## config.mk

```make
export PLATFORM = sky130hd
export DESIGN_NAME = instr_fetch
export DESIGN_NICKNAME = d
export VERILOG_FILES = /design/src/rtl/fetch_pkg.sv /design/src/rtl/branch_lut.sv /design/src/rtl/instr_fetch.sv
export SDC_FILE = /design/constraint.sdc
export NUM_CORES = 1
export LEC_CHECK = 0
export BUFFER_PORTS_ARGS = -buffer_cell sky130_fd_sc_hd__clkbuf_2
export CORE_UTILIZATION = 50
export DETAILED_ROUTE_END_ITERATION = 8
export HOLD_SLACK_MARGIN = 0.02
export PLACE_DENSITY = 0.71
export REMOVE_ABC_BUFFERS = 1
export SYNTH_ARGS = -nofsm -noshare
export SYNTH_HDL_FRONTEND = slang
export SYNTH_SLANG_ARGS = --single-unit
```

## constraint.sdc

```tcl
create_clock -name clk -period 1.89 [get_ports clk]
set_input_delay 0.189 -clock clk [delete_from_list [all_inputs] [get_ports clk]]
set_output_delay 0.189 -clock clk [all_outputs]
set_load 0.05 [all_outputs]
```

## src/rtl/fetch_pkg.sv

```systemverilog
// fetch_pkg: shared fetch/decode types, halt encoding and instruction field positions
package fetch_pkg;
    typedef enum logic [1:0] {IDLE, RUN, DONE} state_t;
    localparam logic [8:0] HALT_INSTR = 9'h1F0;
    localparam logic [2:0] OPC_BRANCH = 3'b100;
    localparam int OPC_HI = 8;
    localparam int OPC_LO = 6;
    localparam int IDX_HI = 3;
    localparam int IDX_LO = 0;
endpackage

```

## src/rtl/branch_lut.sv

```systemverilog
// branch_lut: branch-target register file, one sync write port, one async read port
module branch_lut #(
    parameter int DEPTH = 16,
    parameter int W = 10
) (
    input  logic                     clk,
    input  logic                     rst,
    input  logic                     we,
    input  logic [$clog2(DEPTH)-1:0] waddr,
    input  logic [W-1:0]             wdata,
    input  logic [$clog2(DEPTH)-1:0] raddr,
    output logic [W-1:0]             rdata
);
    logic [W-1:0] mem [DEPTH];
    always_ff @(posedge clk) begin
        if (rst) mem <= '{default: '0};
        else if (we) mem[waddr] <= wdata;
    end
    assign rdata = mem[raddr];
endmodule

```

## src/rtl/instr_fetch.sv

```systemverilog
// instr_fetch: PC/fetch stage with LUT-resolved branches, start/done handshake and cycle counter
module instr_fetch
    import fetch_pkg::*;
#(
    parameter int PC_W = 10,
    parameter int LUT_DEPTH = 16,
    parameter int CNT_W = 16
) (
    input  logic             clk,
    input  logic             reset,
    input  logic             start,
    input  logic             branch,
    input  logic             cond,
    input  logic [8:0]       imem_data,
    input  logic             lut_we,
    input  logic [3:0]       lut_waddr,
    input  logic [PC_W-1:0]  lut_wdata,
    output logic [PC_W-1:0]  imem_addr,
    output logic [8:0]       instr,
    output logic             instr_valid,
    output logic [PC_W-1:0]  pc,
    output logic             done,
    output logic [CNT_W-1:0] cycle_count
);
    state_t state, state_n;
    logic [PC_W-1:0] pc_n, target;
    logic [CNT_W-1:0] cnt_n;
    logic running;
    assign running = state == RUN;
    assign instr = running ? imem_data : HALT_INSTR;
    assign instr_valid = running;
    assign done = state == DONE;
    assign imem_addr = pc;
    branch_lut #(.DEPTH(LUT_DEPTH), .W(PC_W)) u_lut (
        .clk(clk),
        .rst(reset),
        .we(lut_we),
        .waddr(lut_waddr),
        .wdata(lut_wdata),
        .raddr(instr[IDX_HI:IDX_LO]),
        .rdata(target)
    );
    always_ff @(posedge clk) begin
        if (reset) begin
            state <= IDLE;
            pc <= '0;
            cycle_count <= '0;
        end else begin
            state <= state_n;
            pc <= pc_n;
            cycle_count <= cnt_n;
        end
    end
    // halt beats a taken branch, which beats end-of-memory, which beats increment
    always_comb begin
        state_n = state;
        pc_n = pc;
        cnt_n = cycle_count;
        if (running) begin
            cnt_n = &cycle_count ? cycle_count : cycle_count + 1'b1;
            if (instr == HALT_INSTR) state_n = DONE;
            else if (branch & cond) pc_n = target;
            else if (&pc) state_n = DONE;
            else pc_n = pc + 1'b1;
        end else if (start) begin
            state_n = RUN;
            pc_n = '0;
            cnt_n = '0;
        end
    end
endmodule

```

==> run_results.csv <==
group,metric,value,unit
synth,ys_seq_area_share,42.73,%
timing,finalCritPeriodShare,99.88,%
synth,avgSynthCellArea,9.301,um2
clock_tree,htreeDepth,4,
route,first_iter_violations,612,
power_and_ir_drop,ir_drop,0.6066,mV
global_route,grt-ovfl-total,0,
timing,hold_violations,0,
route,wire_per_inst,18.21,um
finish,layout-drive-gt1-share,23.25,%
finish,postLayoutCoreUtil,62.47,%
worst_setup_path,cp.arrival,2.27,ns
worst_setup_path,r2r_slack,0.002,ns
finish,postLayoutCellArea,0.01077,mm2
route,dr.pass1.iters,6,
synth,ys.flop_type,"dfxtp_1",
timing,worst_pin_slew,0.6497,ns
timing,finClkSkew,0.01102,ns
min_path,min_from,"start",
die,die_w,134.7,um
finish,final_cell_mix,"196 x mux2i_1, 186 x dfxtp_1, 175 x nor2_1",
power_and_ir_drop,cellLeakagePower,4.556,nW
timing,drv_slew,0,
finish,final_net_count,1106,
finish,num_antenna_cells,0,
worst_setup_path,required,2.27,ns
clock_tree,cts_num_sinks,188,
timing,finalSetupViolations,0,
die,start_util,51.10,%
synth,syn-cell-area,0.008808,mm2
outcome,status,"completed",
global_route,grt_pass1_wl,37710,um
die,die_h,134.7,um
worst_setup_path,cp-end-kind,"flop",
synth,synth.distinct_cells,69,
die,coreArea,0.01724,mm2
finish,final_common_cell,"mux2i_1",
route,routed_wirelength,23910,um
min_path,min_to,"state[0]",
finish,areaGrowthSynthToFinish,22.24,%
worst_setup_path,worstRegToRegCells,8,
timing,rsz0062_at_grt,"yes",
power_and_ir_drop,clock_power_share,40.8,%
worst_setup_path,rr_endpoint,"imem_addr[6]",
placement,place_hpwl,16460,um
synth,synth_top_area_share,42.73,%
synth,ys_warn_count,0,
route,drc,0,
run,maxCapViolCount,0,
placement,place_ws,-0.2329,ns
power_and_ir_drop,power.internal,0.006348,W
timing,fin_ws,0.002259,ns
die,pin_count,76,
power_and_ir_drop,p_seq_share,46.4,%
synth,yosys.area.top_type,"dfxtp_1",
clock_tree,clk_pin_slew_worst_paths,0.07,ns
synth,synth_edf_count,0,
die,dieArea,0.01815,mm2
clock_tree,clk-insertion-delay-late,0.43,ns
die,rows,48,
clock_tree,cts_buffer_depth,2,
placement,gp_congestion,0.8972,
finish,fill_cells,1427,
route,vias_per_cell,5.665,
route,ant_nets,0,
power_and_ir_drop,power.density,812.4,mW/mm2
global_route,grt_max_degree,142,
power_and_ir_drop,switching_power,0.002400,W
worst_setup_path,crit_type,"reg -> reg",
clock_tree,cts-buffers-inserted,17,
synth,ys_top_cells_by_area,"dfxtp_1 43%, mux2i_1 22%, nor2_1 7.5%",
power_and_ir_drop,switching_share,27.44,%
worst_setup_path,cp-start-kind,"flop",
worst_setup_path,cp_max_fo,5,
synth,ys_seq_elements,188,
synth,async_reset_ff_share,0,%
global_route,track_usage,26.76,%
clock_tree,cts_tree,"built",
power_and_ir_drop,pwr-share-comb,12.7,%
timing,fmax,0.5297,GHz
min_path,whs_path_depth,3,
placement,place_area,0.009897,mm2
synth,synth_cells,947,
clock_tree,cts-root-buf,"clkbuf_16",
min_path,hp-class,"in -> reg",
global_route,antenna_found_initial,1,
finish,seqCellArea,0.003766,mm2
global_route,grt_pass1_vias,6973,
finish,multi_input_area,0.004676,mm2
placement,numPortBuffers,75,
timing,slew_headroom,56.69,%
route,routed-via-count,7438,
worst_setup_path,r2r-start,"state[1]",
timing,fin_crit,1.888,ns
-- through the flow --
stage               hold WS, ns  setup TNS (ns)  power, W  std cells
floorplan                0.2581          -23.76  0.004670        872
global placement         0.4446         -0.5119  0.005172       1270
detailed placement       0.4552          -1.190  0.005187       1270
CTS                      0.1130        -0.03180  0.008748       1305
global route             0.1606         -0.1064  0.009036       1313
finish                   0.1222               0  0.008748       1313
-- cell type report --
type | count | area share, %
sequential | 188 | 34.98
clock inverter | 13 | 1.452
tap | 225 | 2.614
clock buffer | 19 | 4.113
timing repair buffer | 184 | 12.85
multi-input combinational | 668 | 43.42
inverter | 16 | 0.5694
-- power groups by stage --
stage | clock, W | combinational [W] | sequential (W)
floorplan | 0 | 0.000394 | 0.00428
global placement | 0 | 0.00103 | 0.00415
detailed placement | 0 | 0.00104 | 0.00415
CTS | 0.00362 | 0.00107 | 0.00406
global route | 0.00379 | 0.00118 | 0.00406
finish | 0.00357 | 0.00111 | 0.00406
-- metal layers --
| layer | vias to the layer above | GRT usage (%) | routed length (um) |
|---|---|---|---|
| met3 | 37 | 4.917 | 1249 |
| met1 | 3559 | 36.37 | 10990 |
| met5 | - | 0 | 13 |
| met4 | 2 | 9.613 | 605 |
| met2 | 232 | 42.44 | 11050 |
| li1 | 3608 | - | - |
-- cells by family (layout without fill, tap and decap cells) --
| logic type | count (synthesis) | count (layout) | share of synthesized area (%) |
|---|---|---|---|
| adders and majority gates | 2 | 2 | 0.2840 |
| buffers and inverters | 91 | 232 | 5.156 |
| DFF | 188 | 188 | 42.73 |
| muxes | 200 | 200 | 23.04 |
| AOI/OAI and AO/OA | 139 | 139 | 11.39 |
| and+or+nand+nor | 316 | 316 | 16.31 |
| xor gates and xnor gates | 11 | 11 | 1.094 |
-- state kept, by name, summed over array words and instances (netlist names) --
register / cells
u_lut.mem: 160
cycle_count: 16
imem_addr: 10
state: 2
-- cells in the mapped netlist, types with 3 or more instances --
master	number
a211o_1	4
o31ai_1	3
inv_1	15
o22ai_1	13
a211oi_1	3
dfxtp_1	188
nand3b_1	3
mux2i_1	196
nor2_1	175
buf_4	12
nand2_1	52
a222oi_1	3
o21ai_1	3
nor2b_1	4
nand3_1	11
a31oi_1	7
o211ai_1	6
nor2_2	11
a21oi_1	28
a221oi_1	4
and3_1	3
o21bai_1	6
a2111oi_0	4
o221ai_1	10
nand2b_1	13
nor3_1	8
clkbuf_8	4
buf_2	15
nor4_1	7
nand4_1	6
o21ai_0	10
clkbuf_1	42
xnor2_1	10
a2bb2oi_1	13
and2_1	4
a21o_1	4
or3_1	4
-- worst max-delay path by stage --
stage | start | endpoint | slack [ns] | cells after the start
CTS | state[1] | instr[0] | -0.03 | 6
floorplan | state[1] | imem_addr[2] | -1.21 | 8
finish | state[1] | imem_addr[6] | 0.002 | 8
detailed placement | imem_data[0] | imem_addr[4] | -0.23 | 8
global route | state[1] | imem_addr[5] | -0.06 | 9
global placement | imem_data[0] | imem_addr[2] | -0.10 | 8
-- worst max-delay path, cell delays in order, from the launching register on --
cell,delay [ns]
dfxtp_2,0.32
nand2b_4,0.16
buf_8,0.14
nor2_4,0.18
buf_12,0.16
o211ai_1,0.15
a222oi_1,0.42
buf_4,0.18
a22o_1,0.13
-- repair_timing --
item / in CTS / in global routing
cloned: 1 / 2
setup buffers: 1 / 6
hold buffers: 1 / 0
pin swaps: 4 / 9
setup endpoints to repair: 16 / 32
gates resized for setup: 20 / 17
hold endpoints to repair: 1 / 0
No activity file was read; power rests on OpenSTA's default activity.
